File: src/rtl/cmsdk_ahb_pkg.sv
// Shared AHB-Lite encodings for the example master/slave interface blocks.
package cmsdk_ahb_pkg;

   localparam logic [1:0] HTRANS_IDLE   = 2'b00;
   localparam logic [1:0] HTRANS_NONSEQ = 2'b10;

   localparam logic [2:0] HSIZE_BYTE = 3'b000;
   localparam logic [2:0] HSIZE_HALF = 3'b001;
   localparam logic [2:0] HSIZE_WORD = 3'b010;

   localparam logic [2:0] HBURST_SINGLE = 3'b000;
   localparam logic [3:0] HPROT_DEFAULT = 4'b0011;

   // Tracks the second cycle of a two-cycle ERROR response.
   typedef enum logic {
      ERR_NONE,
      ERR_CANCEL
   } err_state_t;

endpackage

File: src/rtl/cmsdk_ahb_eg_master_interface.sv
// AHB-Lite master bridge: valid/ready command stream in, pipelined SINGLE transfers out,
// one response pulse per command.
module cmsdk_ahb_eg_master_interface
   import cmsdk_ahb_pkg::*;
#(
   parameter int ADDRWIDTH = 32
) (
   input  logic                 hclk,
   input  logic                 hreset,
   input  logic                 cmd_valid,
   output logic                 cmd_ready,
   input  logic [ADDRWIDTH-1:0] cmd_addr,
   input  logic                 cmd_write,
   input  logic [2:0]           cmd_size,
   input  logic [31:0]          cmd_wdata,
   output logic                 rsp_valid,
   output logic                 rsp_write,
   output logic                 rsp_error,
   output logic [31:0]          rsp_rdata,
   output logic [ADDRWIDTH-1:0] haddrm,
   output logic [1:0]           htransm,
   output logic [2:0]           hsizem,
   output logic                 hwritem,
   output logic [2:0]           hburstm,
   output logic [3:0]           hprotm,
   output logic [31:0]          hwdatam,
   input  logic                 hreadym,
   input  logic                 hrespm,
   input  logic [31:0]          hrdatam
);

   logic                 ap_valid;
   logic [ADDRWIDTH-1:0] ap_addr;
   logic                 ap_write;
   logic [2:0]           ap_size;
   logic [31:0]          ap_wdata;
   logic                 dp_valid;
   logic                 dp_write;
   logic [31:0]          dp_wdata;

   err_state_t err_state;
   err_state_t err_next;
   logic       err1;
   logic       err2;
   logic       ap_issue;
   logic       cmd_accept;

   function automatic logic [ADDRWIDTH-1:0] align_addr(input logic [ADDRWIDTH-1:0] addr,
                                                       input logic [2:0]           size);
      logic [ADDRWIDTH-1:0] mask;
      mask = '1;
      if (size == HSIZE_HALF) mask[0] = 1'b0;
      if (size == HSIZE_WORD) mask[1:0] = 2'b00;
      return addr & mask;
   endfunction

   function automatic logic [2:0] norm_size(input logic [2:0] size);
      return (size > HSIZE_WORD) ? HSIZE_WORD : size;
   endfunction

   // Error tracker: state register
   always_ff @(posedge hclk) begin
      if (hreset) err_state <= ERR_NONE;
      else        err_state <= err_next;
   end

   // Error tracker: next state
   always_comb begin
      err1     = dp_valid & hrespm & ~hreadym;
      err_next = err1 ? ERR_CANCEL : ERR_NONE;
   end

   // Error tracker: outputs. During the cancel cycle the AP command is not presented, so it
   // must neither move to DP nor be overwritten by a new command.
   always_comb begin
      err2       = (err_state == ERR_CANCEL);
      ap_issue   = hreadym & ~err2;
      cmd_ready  = ~hreset & ~err1 & (~ap_valid | ap_issue);
      cmd_accept = cmd_valid & cmd_ready;
      htransm    = (ap_valid & ~err1 & ~err2) ? HTRANS_NONSEQ : HTRANS_IDLE;
   end

   always_ff @(posedge hclk) begin
      if (hreset) begin
         ap_valid  <= 1'b0;
         ap_addr   <= '0;
         ap_write  <= 1'b0;
         ap_size   <= '0;
         ap_wdata  <= '0;
         dp_valid  <= 1'b0;
         dp_write  <= 1'b0;
         dp_wdata  <= '0;
         rsp_valid <= 1'b0;
         rsp_write <= 1'b0;
         rsp_error <= 1'b0;
         rsp_rdata <= '0;
      end else begin
         if (hreadym) begin
            dp_valid  <= ap_valid & ~err2;
            rsp_valid <= dp_valid;
            if (ap_valid & ~err2) begin
               dp_write <= ap_write;
               dp_wdata <= ap_wdata;
            end
            if (dp_valid) begin
               rsp_write <= dp_write;
               rsp_error <= hrespm;
               rsp_rdata <= dp_write ? '0 : hrdatam;
            end
         end else begin
            rsp_valid <= 1'b0;
         end

         if (cmd_accept) begin
            ap_valid <= 1'b1;
            ap_addr  <= cmd_addr;
            ap_write <= cmd_write;
            ap_size  <= norm_size(cmd_size);
            ap_wdata <= cmd_wdata;
         end else if (ap_issue) begin
            ap_valid <= 1'b0;
         end
      end
   end

   assign haddrm  = align_addr(ap_addr, ap_size);
   assign hsizem  = ap_size;
   assign hwritem = ap_write;
   assign hburstm = HBURST_SINGLE;
   assign hprotm  = HPROT_DEFAULT;
   assign hwdatam = dp_wdata;

endmodule

File: config.mk
export PLATFORM = sky130hd
export DESIGN_NAME = cmsdk_ahb_eg_master_interface
export DESIGN_NICKNAME = d
export VERILOG_FILES = /design/src/rtl/cmsdk_ahb_pkg.sv /design/src/rtl/cmsdk_ahb_eg_master_interface.sv
export SDC_FILE = /design/constraint.sdc
export NUM_CORES = 1
export LEC_CHECK = 0
export BUFFER_PORTS_ARGS = -buffer_cell sky130_fd_sc_hd__buf_4
export CAP_MARGIN = 20
export CORE_ASPECT_RATIO = 0.5
export CORE_MARGIN = 4
export CORE_UTILIZATION = 35
export CTS_CLUSTER_DIAMETER = 150
export CTS_CLUSTER_SIZE = 30
export DETAILED_ROUTE_END_ITERATION = 7
export PLACE_DENSITY = 0.72
export SETUP_SLACK_MARGIN = 0.15
export SYNTH_ARGS = -nofsm -noshare
export SYNTH_HDL_FRONTEND = slang
export SYNTH_SLANG_ARGS = --single-unit
File: constraint.sdc
create_clock -name hclk -period 1.27 [get_ports hclk]
set_input_delay 0.0635 -clock hclk [delete_from_list [all_inputs] [get_ports hclk]]
set_output_delay 0.0635 -clock hclk [all_outputs]
set_load 0.1 [all_outputs]
== Yosys cells after proc, flatten, opt, wreduce, memory -nomap -nowiden ==
Cells that the tools add are included.

* Output and inout bits: 113
* Register bits: 139
* Logic and storage cells: 44

* Multiplexer cells: 8
* Equality and inequality tests: 2
* Reductions and logical operators: 4
* $lt $le $gt $ge: 1
* Bitwise logic cells: 16

{| class="wikitable"
|+ Operators by type and width
! kind !! count
|-
| bitwise AND 32 bit || 1
|-
| 2-to-1 mux 32 bit || 1
|-
| bitwise AND 1 bit || 9
|-
| inverter 1 bit || 5
|-
| 2-to-1 mux 1 bit || 4
|-
| 2-to-1 mux 2 bit || 2
|-
| AND reduction 2 bit || 2
|-
| == test 3 x 1 -> 1 bit, second input constant || 1
|-
| == test 3 x 2 -> 1 bit, second input constant || 1
|-
| greater-than comparator 3 x 2 -> 1 bit, second input constant || 1
|-
| 2-to-1 mux 3 bit || 1
|-
| nonzero test 2 bit || 1
|-
| OR reduction 2 bit || 1
|-
| bitwise OR 1 bit || 1
|}

== Longest topological paths before layout ==
* Word-level depth: 7
* Gate-level depth with buffers: 6

== Worst setup path after synthesis ==
Ideal clock, no wire load.

* Path kind: register -> output
* Start: register ap_size[1] (netlist: hsizem[1])
* End: output port haddrm[0]
* Buffers on the path: 0
* Slack: -717 ps
* Data required time: 1207 ps
* Arrival time: 1923 ps
* Cell stages (with the launch flop): 3
* Cells stage by stage: dfxtp_1 xnor2_1 o21a_1

* Cells in the longest elaborated chain, start to end: 4

{| class="wikitable"
|+ Ends and longest elaborated chain
! item !! line !! RTL
|-
| start, declared || cmsdk_ahb_eg_master_interface.sv:35 || <nowiki>logic [2:0] ap_size;</nowiki>
|-
| start signal, assigned || cmsdk_ahb_eg_master_interface.sv:118 || <nowiki>ap_size <= norm_size(cmd_size);</nowiki>
|-
| == test 3 x 1 -> 1 bit || cmsdk_ahb_eg_master_interface.sv:52 || <nowiki>if (size == HSIZE_HALF) mask[0] = 1'b0;</nowiki>
|-
| 2-to-1 mux 1 bit || cmsdk_ahb_eg_master_interface.sv:52 ||
|-
| 2-to-1 mux 2 bit (*) || cmsdk_ahb_eg_master_interface.sv:53 || <nowiki>if (size == HSIZE_WORD) mask[1:0] = 2'b00;</nowiki>
|-
| bitwise AND 32 bit (*) || cmsdk_ahb_eg_master_interface.sv:54 || <nowiki>return addr & mask;</nowiki>
|-
| end, declared || cmsdk_ahb_eg_master_interface.sv:20 || <nowiki>output logic [ADDRWIDTH-1:0] haddrm,</nowiki>
|}

Mark *: on every way between the ends. The rest lies on a longest branch, timed or not.

== Final worst setup path ==
* Start: register err_state (netlist: err2)
* End: register ap_wdata[25]

* Cells in the longest elaborated chain, start to end: 5

{| class="wikitable"
|+ Ends and longest elaborated chain
! item !! line !! RTL
|-
| start, declared || cmsdk_ahb_eg_master_interface.sv:41 || <nowiki>err_state_t err_state;</nowiki>
|-
| start signal, assigned || cmsdk_ahb_eg_master_interface.sv:64 || <nowiki>else err_state <= err_next;</nowiki>
|-
| inverter 1 bit || cmsdk_ahb_eg_master_interface.sv:77 || <nowiki>ap_issue = hreadym & ~err2;</nowiki>
|-
| bitwise AND 1 bit || cmsdk_ahb_eg_master_interface.sv:77 ||
|-
| bitwise OR 1 bit || cmsdk_ahb_eg_master_interface.sv:78 || <nowiki>cmd_ready = ~hreset & ~err1 & (~ap_valid | ap_issue);</nowiki>
|-
| bitwise AND 1 bit || cmsdk_ahb_eg_master_interface.sv:78 ||
|-
| bitwise AND 1 bit || cmsdk_ahb_eg_master_interface.sv:79 || <nowiki>cmd_accept = cmd_valid & cmd_ready;</nowiki>
|-
| end signal, assigned || cmsdk_ahb_eg_master_interface.sv:119 || <nowiki>ap_wdata <= cmd_wdata;</nowiki>
|-
| end, declared || cmsdk_ahb_eg_master_interface.sv:36 || <nowiki>logic [31:0] ap_wdata;</nowiki>
|}

Every way passes these cells.
A chain may end at the register's enable or synchronous reset.

==> run_results.csv <==
group,metric,value,unit
status,status,"finished, violations left",
status,failed_checks,"setup timing",
global_routing,grt_pass1_wl,28000,um
global_routing,grt_max_degree,61,
floorplanning,die_width,188,um
drt,drc,0,
synth,synth_edf_count,0,
power_and_ir_drop,ir_drop,1.01,mV
final_layout,fill_cells,1013,
critical_path,reg2reg_depth,6,
final_layout,fin_nets,1003,
sta,min_period,1520,ps
floorplanning,coreArea,0.0156,mm2
sta,worst_slack,-248,ps
final_layout,drive_gt1_frac,0.537,
synth,synth-xor-area-share,0.00155,
hold_path,hold_depth,3,
drt,routed-via-count,5375,
sta,tightest_slew,505,ps
drt,drt_first_pass_iters,5,
placed_design,hpwl,9980,um
floorplanning,dieArea,0.0184,mm2
synth,synthCells,580,
synth,synth-compound-area-share,0.0716,
clocking,clk_latency,420,ps
hold_path,min_from,"hreset",
drt,drtIter0Drc,209,
sta,fin_skew,9.87,ps
critical_path,r2r_setup_slack,-250,ps
floorplanning,start_util,0.363,
synth,synthMuxAreaShare,0.146,
drt,via_per_inst,4.82,
floorplanning,row_count,32,
synth,yosys.area_share.simple,0.203,
placed_design,portBuffers,209,
synth,synthAdderAreaFrac,0,
critical_path,reg2reg_from,"err2",
drt,ant_nets,0,
final_layout,postLayoutCoreUtil,0.681,
critical_path,crit_fanout,6,
synth,ys.flop_type,"dfxtp_1",
floorplanning,die_y,97.9,um
sta,setup_viol,95,
critical_path,critPathCaptureType,"flop",
global_routing,grt-ovfl-total,0,
clocking,cts_buffers,17,
hold_path,hold_end,"rsp_error",
synth,synth_area,0.00566,mm2
drt,routed_wirelength,20900,um
clocking,cts_sinks,139,
synth,yosysTopAreaCell,"dfxtp_1",
synth,synth_area_leaders,"dfxtp_1 (49%), mux2_2 (8.9%), nand2_1 (6.9%), nor2b_1 (6.3%), a21oi_1 (6.1%)",
run,drv_cap,0,
critical_path,start_kind,"flop",
synth,synthArstFlopShare,0,
critical_path,arrival,1820,ps
global_routing,grt_pass1_vias,5370,
critical_path,critical_path_class,"reg2reg",
power_and_ir_drop,p_sw,3.99,mW
sta,hold_viol_final,0,
clocking,clk_pin_slew,70,ps
synth,synth-seq-cells,139,
critical_path,rr_endpoint,"ap_wdata[25]",
placed_design,place_ws,-148,ps
power_and_ir_drop,pwr-share-clk,0.410,
power_and_ir_drop,sw_frac_of_total,0.305,
synth,synth_top_family_by_area,"simple AND/OR/NAND/NOR gates",
power_and_ir_drop,intPower,9.10,mW
clocking,cts_buffer_depth,2,
sta,max-slew-margin-rel,0.663,
global_routing,antenna_found_initial,1,
clocking,cts-root-buf,"clkbuf_16",
clocking,cts_tree,"built",
floorplanning,ios,218,
drt,wl_per_cell,18.8,um
sta,rsz0062_at_grt,"true",
power_and_ir_drop,p_seq_frac,0.360,
final_layout,design_area,0.0106,mm2
hold_path,min_path_type,"in2reg",
power_and_ir_drop,leakage,4.64,nW
placed_design,place_area,0.00737,mm2
final_layout,area_growth,87.8,%
placed_design,gp_congestion,0.716,
sta,post-route-period-util,1.20,
global_routing,globalRouteTotalUtil,0.190,
synth,ys_types,28,
critical_path,crit_required,1570,ps
power_and_ir_drop,p_per_area,1230,mW/mm2
power_and_ir_drop,combPwrFrac,0.229,
synth,synth_top_area_share,0.491,
synth,ys_warn_count,0,
synth,avgSynthCellArea,9.76,um2
clocking,htreeDepth,4,
synth,synth_seq_area_share,0.491,
sta,fmax,659,MHz
sta,finalMaxSlewViolations,0,
per-layer routing:
metal	vias to the layer above	wire length (um)	GRT usage
met1	2604	8030	0.207
met5	-	0	0
met3	66	1010	0.0461
met4	0	823	0.0738
met2	193	11100	0.360
li1	2512	-	-
cells by family (layout without fill, tap and decap cells):
logic type	count (synthesis)	after routing
simple gates	218	218
flops	139	139
buf+inv	79	404
compound gates	74	74
mux	67	67
other cells	2	9
xor+xnor	1	1
cell usage in the layout (no fill, tap or decap), types with 2 or more instances in the layout:
cell type	instances
inv_6	5
conb_1	8
dfxtp_1	66
dlygate4sd3_1	102
a21oi_1	38
nand2b_1	3
clkinv_4	2
and3b_2	2
clkbuf_16	31
nand2_4	2
a21oi_2	30
nand2_2	3
nor2_1	3
and2b_1	9
buf_6	106
bufinv_16	2
nand3b_1	34
dfxtp_2	68
nor2b_1	57
dfxtp_4	5
buf_12	17
mux2i_1	2
buf_4	119
buf_16	9
buf_8	6
inv_8	3
nand2_1	98
mux2_2	11
a21oi_4	2
mux2_4	54
cell type report:
type / instances / area (um2) / share of cell area
Timing Repair Buffer: 371 / 4090 / 0.384
Sequential cell: 139 / 2890 / 0.271
Multi-Input combinational cell: 368 / 2770 / 0.260
Clock buffer: 19 / 475 / 0.0447
Tap cell: 204 / 255 / 0.0240
Clock inverter: 13 / 163 / 0.0153
Inverter: 1 / 3.75 / 0.000353
Antenna cell: 1 / 2.50 / 0.000235
flip-flops by register name, summed over array words and instances (netlist names):
| name | flops |
|---|---|
| ap_addr | 32 |
| ap_wdata | 32 |
| hwdatam | 32 |
| rsp_rdata | 32 |
| hsizem | 3 |
| ap_valid | 1 |
| dp_valid | 1 |
| dp_write | 1 |
| err2 | 1 |
| hwritem | 1 |
| rsp_error | 1 |
| rsp_valid | 1 |
| rsp_write | 1 |
per-stage QoR:
stage / hold WS, ps / std cells / total power, mW / setup TNS, ps
after global placement: 289 / 938 / 6.93 / -5800
after floorplan: 192 / 586 / 6.49 / -1060
after detailed placement: 293 / 938 / 6.96 / -6830
final: 121 / 1116 / 13.1 / -14740
after CTS: 35.6 / 1095 / 12.9 / -11090
after global routing: 142 / 1116 / 13.5 / -17850
power by group through the flow:
stage | sequential, mW | clock (mW) | combinational (mW)
finish | 4.72 | 5.37 | 3.00
global route | 4.74 | 5.67 | 3.10
CTS | 4.69 | 5.47 | 2.69
detailed placement | 4.78 | 0 | 2.18
global placement | 4.77 | 0 | 2.15
floorplan | 5.08 | 0 | 1.41
worst max-delay path by stage:
stage | from | end | depth (start not counted)
after floorplan | dp_valid | ap_addr[0] | 5
after global placement | ap_valid | ap_wdata[10] | 4
after detailed placement | ap_valid | ap_addr[31] | 4
after CTS | ap_valid | cmd_ready | 5
after global routing | ap_valid | cmd_ready | 5
final | err2 | ap_wdata[25] | 6
cells in the mapped netlist (4+ instances only):
master and number:
and2b_1 9, nor2b_1 57, buf_2 14, nand3b_1 34
dfxtp_1 139, mux2_2 45, a21oi_1 69, clkbuf_1 19
buf_4 38, mux2_4 20, buf_1 4, nor2_1 5
nand2_1 104
worst max-delay path, cell delays in order, from the launching register on:
cell and delay, ps:
dfxtp_2 390, a21boi_4 90, o21ai_4 180, buf_12 150
buf_8 120, clkbuf_16 150, mux2_2 330
timing repair:
item | CTS | global route
gates cloned | 10 | 14
setup endpoints to repair | 158 | 220
pin swaps | 3 | 71
resized for setup | 69 | 161
buffers inserted | 13 | 6
endpoints found under the hold margin | 101 | 0
hold buffers | 102 | 0
No activity file was read; power rests on OpenSTA's default activity.
